[src/rtl/gate_pkg.sv]
// Shared definitions for the gate unit family: opcode encodings and the
// packed result-record width helper.
package gate_pkg;

  localparam logic [2:0] OP_AND     = 3'b000;
  localparam logic [2:0] OP_OR      = 3'b001;
  localparam logic [2:0] OP_XOR     = 3'b010;
  localparam logic [2:0] OP_NAND    = 3'b011;
  localparam logic [2:0] OP_NOR     = 3'b100;
  localparam logic [2:0] OP_XNOR    = 3'b101;
  localparam logic [2:0] OP_NOTA    = 3'b110;
  localparam logic [2:0] OP_ILLEGAL = 3'b111;

  // Width of one packed result record {y, y_pop, y_par, op_err}.
  function automatic int res_w(input int width);
    return width + $clog2(width + 1) + 2;
  endfunction

endpackage

[src/rtl/gate_unit_core.sv]
// Combinational gate datapath: bitwise op on a/b, plus popcount and parity
// of the result. Illegal opcodes yield an all-zero result with op_err set.
module gate_unit_core
  import gate_pkg::*;
#(
  parameter int WIDTH = 8,
  parameter int CNT_W = $clog2(WIDTH + 1)
) (
  input  logic [WIDTH-1:0] a,
  input  logic [WIDTH-1:0] b,
  input  logic [2:0]       op,
  output logic [WIDTH-1:0] y,
  output logic [CNT_W-1:0] y_pop,
  output logic             y_par,
  output logic             op_err
);

  // Select the bitwise operation; illegal op forces a zero result.
  always_comb begin
    y      = '0;
    op_err = 1'b0;
    case (op)
      OP_AND:  y = a & b;
      OP_OR:   y = a | b;
      OP_XOR:  y = a ^ b;
      OP_NAND: y = ~(a & b);
      OP_NOR:  y = ~(a | b);
      OP_XNOR: y = ~(a ^ b);
      OP_NOTA: y = ~a;
      default: begin
        y      = '0;
        op_err = 1'b1;
      end
    endcase
  end

  // Population count and parity of the selected result.
  always_comb begin
    y_pop = '0;
    for (int i = 0; i < WIDTH; i++) begin
      y_pop = y_pop + CNT_W'(y[i]);
    end
    y_par = ^y;
  end

endmodule

[src/rtl/gate_unit_pipe.sv]
// Registered gate unit with a two-entry (MAIN + SKID) output buffer.
//
// Handshake: a beat transfers on the input side when in_valid && in_ready
// at a rising edge, and on the output side when out_valid && out_ready.
// A producer may not retract or alter a valid beat until it transfers.
// in_ready is a registered flag (= SKID empty), so it never depends
// combinationally on out_ready; the SKID entry absorbs the one beat that
// may arrive in the cycle the consumer stalls.
module gate_unit_pipe
  import gate_pkg::*;
#(
  parameter int WIDTH = 8,
  parameter int CNT_W = $clog2(WIDTH + 1)
) (
  input  logic             clk,
  input  logic             rst_n,
  input  logic             in_valid,
  output logic             in_ready,
  input  logic [WIDTH-1:0] a,
  input  logic [WIDTH-1:0] b,
  input  logic [2:0]       op,
  output logic             out_valid,
  input  logic             out_ready,
  output logic [WIDTH-1:0] y,
  output logic [CNT_W-1:0] y_pop,
  output logic             y_par,
  output logic             op_err
);

  localparam int RW = WIDTH + CNT_W + 2;

  logic [WIDTH-1:0] core_y;
  logic [CNT_W-1:0] core_pop;
  logic             core_par;
  logic             core_err;
  logic [RW-1:0]    core_res;

  logic [RW-1:0]    main_q, main_n;
  logic [RW-1:0]    skid_q, skid_n;
  logic             main_vld, main_vld_n;
  logic             skid_vld, skid_vld_n;
  logic             in_ready_q;
  logic             accept;
  logic             emit;

  gate_unit_core #(
    .WIDTH (WIDTH),
    .CNT_W (CNT_W)
  ) u_core (
    .a      (a),
    .b      (b),
    .op     (op),
    .y      (core_y),
    .y_pop  (core_pop),
    .y_par  (core_par),
    .op_err (core_err)
  );

  assign core_res = {core_y, core_pop, core_par, core_err};
  assign accept   = in_valid && in_ready_q;
  assign emit     = main_vld && out_ready;

  // Next-state of the two buffer entries; SKID always drains into MAIN first.
  always_comb begin
    main_n     = main_q;
    main_vld_n = main_vld;
    skid_n     = skid_q;
    skid_vld_n = skid_vld;
    if (!main_vld || emit) begin
      if (skid_vld) begin
        main_n     = skid_q;
        main_vld_n = 1'b1;
        skid_vld_n = 1'b0;
      end else if (accept) begin
        main_n     = core_res;
        main_vld_n = 1'b1;
      end else begin
        main_vld_n = 1'b0;
      end
    end else if (accept) begin
      skid_n     = core_res;
      skid_vld_n = 1'b1;
    end
  end

  // Buffer registers; reset discards every held beat immediately.
  always_ff @(posedge clk or negedge rst_n) begin
    if (!rst_n) begin
      main_q     <= '0;
      skid_q     <= '0;
      main_vld   <= 1'b0;
      skid_vld   <= 1'b0;
      in_ready_q <= 1'b0;
    end else begin
      main_q     <= main_n;
      skid_q     <= skid_n;
      main_vld   <= main_vld_n;
      skid_vld   <= skid_vld_n;
      in_ready_q <= !skid_vld_n;
    end
  end

  assign in_ready                     = in_ready_q;
  assign out_valid                    = main_vld;
  assign {y, y_pop, y_par, op_err}    = main_q;

endmodule
[config.mk]
export PLATFORM = sky130hd
export DESIGN_NAME = gate_unit_pipe
export DESIGN_NICKNAME = d
export VERILOG_FILES = /design/src/rtl/gate_pkg.sv /design/src/rtl/gate_unit_core.sv /design/src/rtl/gate_unit_pipe.sv
export SDC_FILE = /design/constraint.sdc
export NUM_CORES = 1
export LEC_CHECK = 0
export BUFFER_PORTS_ARGS = -buffer_cell sky130_fd_sc_hd__buf_2
export CORE_MARGIN = 2
export CORE_UTILIZATION = 33
export DETAILED_ROUTE_END_ITERATION = 10
export PLACE_DENSITY_LB_ADDON = 0.15
export SLEW_MARGIN = 20
export SYNTH_ARGS = -nofsm -noshare
export SYNTH_HDL_FRONTEND = slang
export SYNTH_SLANG_ARGS = --single-unit
export TNS_END_PERCENT = 10
[constraint.sdc]
create_clock -name clk -period 1.82 [get_ports clk]
set_input_delay 0 -clock clk [delete_from_list [all_inputs] [get_ports clk]]
set_output_delay 0 -clock clk [all_outputs]
set_load 0.005 [all_outputs]
==> run metrics <==
Setup violations, final=12; delay-heaviest family, CP=adder cells; ANT nets after route=0; Synth Area in Simple Gates=0.156; Adder-Cell Fraction of Synth Area=0.133; Seq pwr share=0.369; top cells by area, synth=dfrtp_1 33%, ha_1 10%, nand2_1 5.2%; Post-Syn Instances=268; number of top-level pins=39; Clock power frac=0.197; footprint of the multi-input gates=1460 sq um; DRT Pass-1 Iters=4; TritonCTS clock tree=done; Synth top cells by count=33 x nand2_1, 31 x dfrtp_1, 26 x inv_1; initial antenna violation count=0; final setup margin=-1.45 ns; Crit. End Element=flop; Setup crit start=a[1]; busiest grt layer=met2; Worst Path Buf+Inv=6; failing checks=negative setup slack; # diodes=0; mux cell area share after synthesis=0.0856; core box area=6910 sq um; Placer Congestion=0.771; met2 usage=0.231; FF+latch area=776 sq um; Synthesis Warnings=0; total power=2700 uW; row count=30; Switching Power=894 uW; Max FO, Critical Path=2; post-DR vias/cell=4.40; Post-Synth XOR/XNOR Area=0.0241; Gate power share=0.435; Period minus WS final=3.27 ns; Sink Count=31; Tot GR Track Use=0.141; R2R Setup Slk=0.47 ns; Starting Density=0.345; placed cell count=433; share of cells above drive strength 1=0.367; max-cap viol count=0; Max Transition Viols Final=0; chip width=89.0 microns; final count of hold timing violations=0; Seq/Total Area, Yosys=0.325; Worst Reg-to-Reg Cells=3; Hold Crit Class=primary input to flop; final critical-path share of the clock period=1.80; Post-Route WL=4.89 mm; worst slew pin tran=0.683 ns; H-tree levels=2; Avg Synthesized Cell Area=8.89 sq um; vias=1,993; met1 Resource Use GR=0.192; Req. time, crit path=1.97 ns; PortBufs=38; GRT met3 Usage=0.0249; slowest cell on the critical path=fa_1; status=finished, violations left; grt ovf=0; critical path's largest stage delay=0.49 ns; largest net degree at the start of global routing=32; Post-Layout Cell Count=453; power per cell area=843 nW/um^2; FMAX=0.306 GHz; cell taking the most area after synthesis=dfrtp_1; compound-cell area share of the yosys netlist=0.192; final net count=403; vias in the first global route=1,916; Die H=89.0 microns; Netlist cell types=42; first-pass GRT wire length=8.79 mm; RSZ-0062 raised after global routing=yes; Syn-to-layout area delta=34.5%; CP Cell Sequence=buf_2, inv_2, ha_4, mux2_4, a22oi_2, nor2_1, nor3_2, inv_1, ha_1, inv_2, fa_1, fa_1, inv_1, fa_2, inv_2, fa_1, xor2_1, nor2_1, a21oi_1, o21ai_1; Max-slew headroom=0.544; residual DRC count=0; VDD IR max=0.280 mV; Setup Skew=0.00887 ns; Clock Path Buffers=2; Synth top area share=0.325; internal power=1810 uW; Crit path depth=20; Hold Worst Slack=0.285 ns; DPL Wire Length=3.84 mm; Critical Path Sink=main_q[4]; Post-synth EDFFs=0; WL per Instance=10.8 microns; Num CTS Buffers=5; main combinational cell family by area after synthesis=compound AO/OA/AOI/OAI gates; most common cell in the netlist=nand2_1; post-synthesis register bit count=31; Sw Ratio=0.331; FF-to-FF End=main_q[6]; Worst-path clk slew=0.06 ns; CTS root buffer=clkbuf_8; Initial DRC Count=57; # fillers=713; critical path type=primary input to flop; Startpoint Class=primary input; static leakage=0.00163 uW; hold path cells=4; origin of the critical flop-to-flop path=skid_vld; Synth Flop Type=dfrtp_1; FFs w/ async S/R, synth=1.00; worst skew pair latency=0.28 ns; Netlist Area Pre-Place=2380 sq um; Die Area=7920 sq um; CP Data Arrival Time=3.42 ns; Mapped Nets=314
## cells in the final DEF, fill, tap and decap left out, types with 11 or more instances in the layout
cell	synthesis	layout
buf_2	3	37
dfrtp_1	31	31
nor2_1	25	25
o21ai_0	23	17
ha_1	19	17
buf_4	0	56
mux2i_1	11	11
a21oi_1	16	15
o21ai_1	6	11
inv_1	26	20
nand2_1	33	32
## timing repair
action,CTS,global route
gates resized for setup,18,3
endpoints found under the hold margin,33,0
endpoints found under the setup margin,10,12
setup buffers,10,0
hold buffers,3,0
pin swaps,7,3
## final cells by class
cell class,count,share of cell area
tap,96,0.0375
inverter,26,0.0312
clock buffer,6,0.0258
sequential,31,0.242
timing repair buffer,98,0.205
multi-input combinational,195,0.457
clock inverter,1,0.00156
## worst register-to-register path: cells and delay by family, from the launching register on
family / cells / cell delay, ns
AND/OR/NAND/NOR: 1 / 0.21
AO/OA/AOI/OAI: 1 / 0.10
flip-flops: 1 / 0.57
multiplexers: 1 / 0.36
## flip-flops by register name, summed over array words and instances, names as in the netlist
name / count
main_q: 14
skid_q: 14
in_ready: 1
out_valid: 1
skid_vld: 1
## power groups by stage
stage	registers (uW)	logic (uW)	clock network [uW]
global route	1030	1370	592
CTS	998	1190	552
detailed placement	1010	1110	0
floorplan	1010	692	0
global placement	1010	1090	0
finish	996	1170	531
## metal layers
| metal | share of wire | routed length (microns) | up-vias |
|---|---|---|---|
| met2 | 0.46 | 2230 | 27 |
| met5 | 0 | 0 | - |
| met4 | 0.012 | 61 | 0 |
| met1 | 0.51 | 2490 | 881 |
| li1 | - | - | 1081 |
| met3 | 0.023 | 112 | 4 |
## worst min path at each step
stage,slack [ns],to,startpoint
finish,0.29,skid_q[0],op[0]
global route,0.33,skid_q[0],op[0]
CTS,0.28,skid_q[0],op[0]
detailed placement,0.09,main_q[10],rst_n
global placement,0.09,main_q[12],rst_n
floorplan,-0.30,in_ready,rst_n
## cells by family (layout without fill, tap and decap cells)
| kind of cell | Yosys count | count (layout) |
|---|---|---|
| simple gates | 83 | 83 |
| compound gates | 65 | 65 |
| buf+inv | 42 | 131 |
| flops | 31 | 31 |
| fa+ha+maj | 23 | 23 |
| mux | 19 | 19 |
| xor+xnor | 5 | 5 |
## per-stage QoR
| stage | area, sq um | util | setup WS (ns) | setup TNS (ns) |
|---|---|---|---|---|
| 3_3_place_gp | 2950 | 0.428 | -1.79 | -14.18 |
| 3_5_place_dp | 2950 | 0.428 | -1.86 | -14.77 |
| 2_1_floorplan | 2400 | - | -1.83 | -13.98 |
| 6_report | 3210 | 0.464 | -1.45 | -11.34 |
| 5_1_grt | 3210 | 0.464 | -1.70 | -13.29 |
| 4_1_cts | 3210 | 0.464 | -1.44 | -11.34 |
Note: power is estimated with default switching activity, not from simulation.
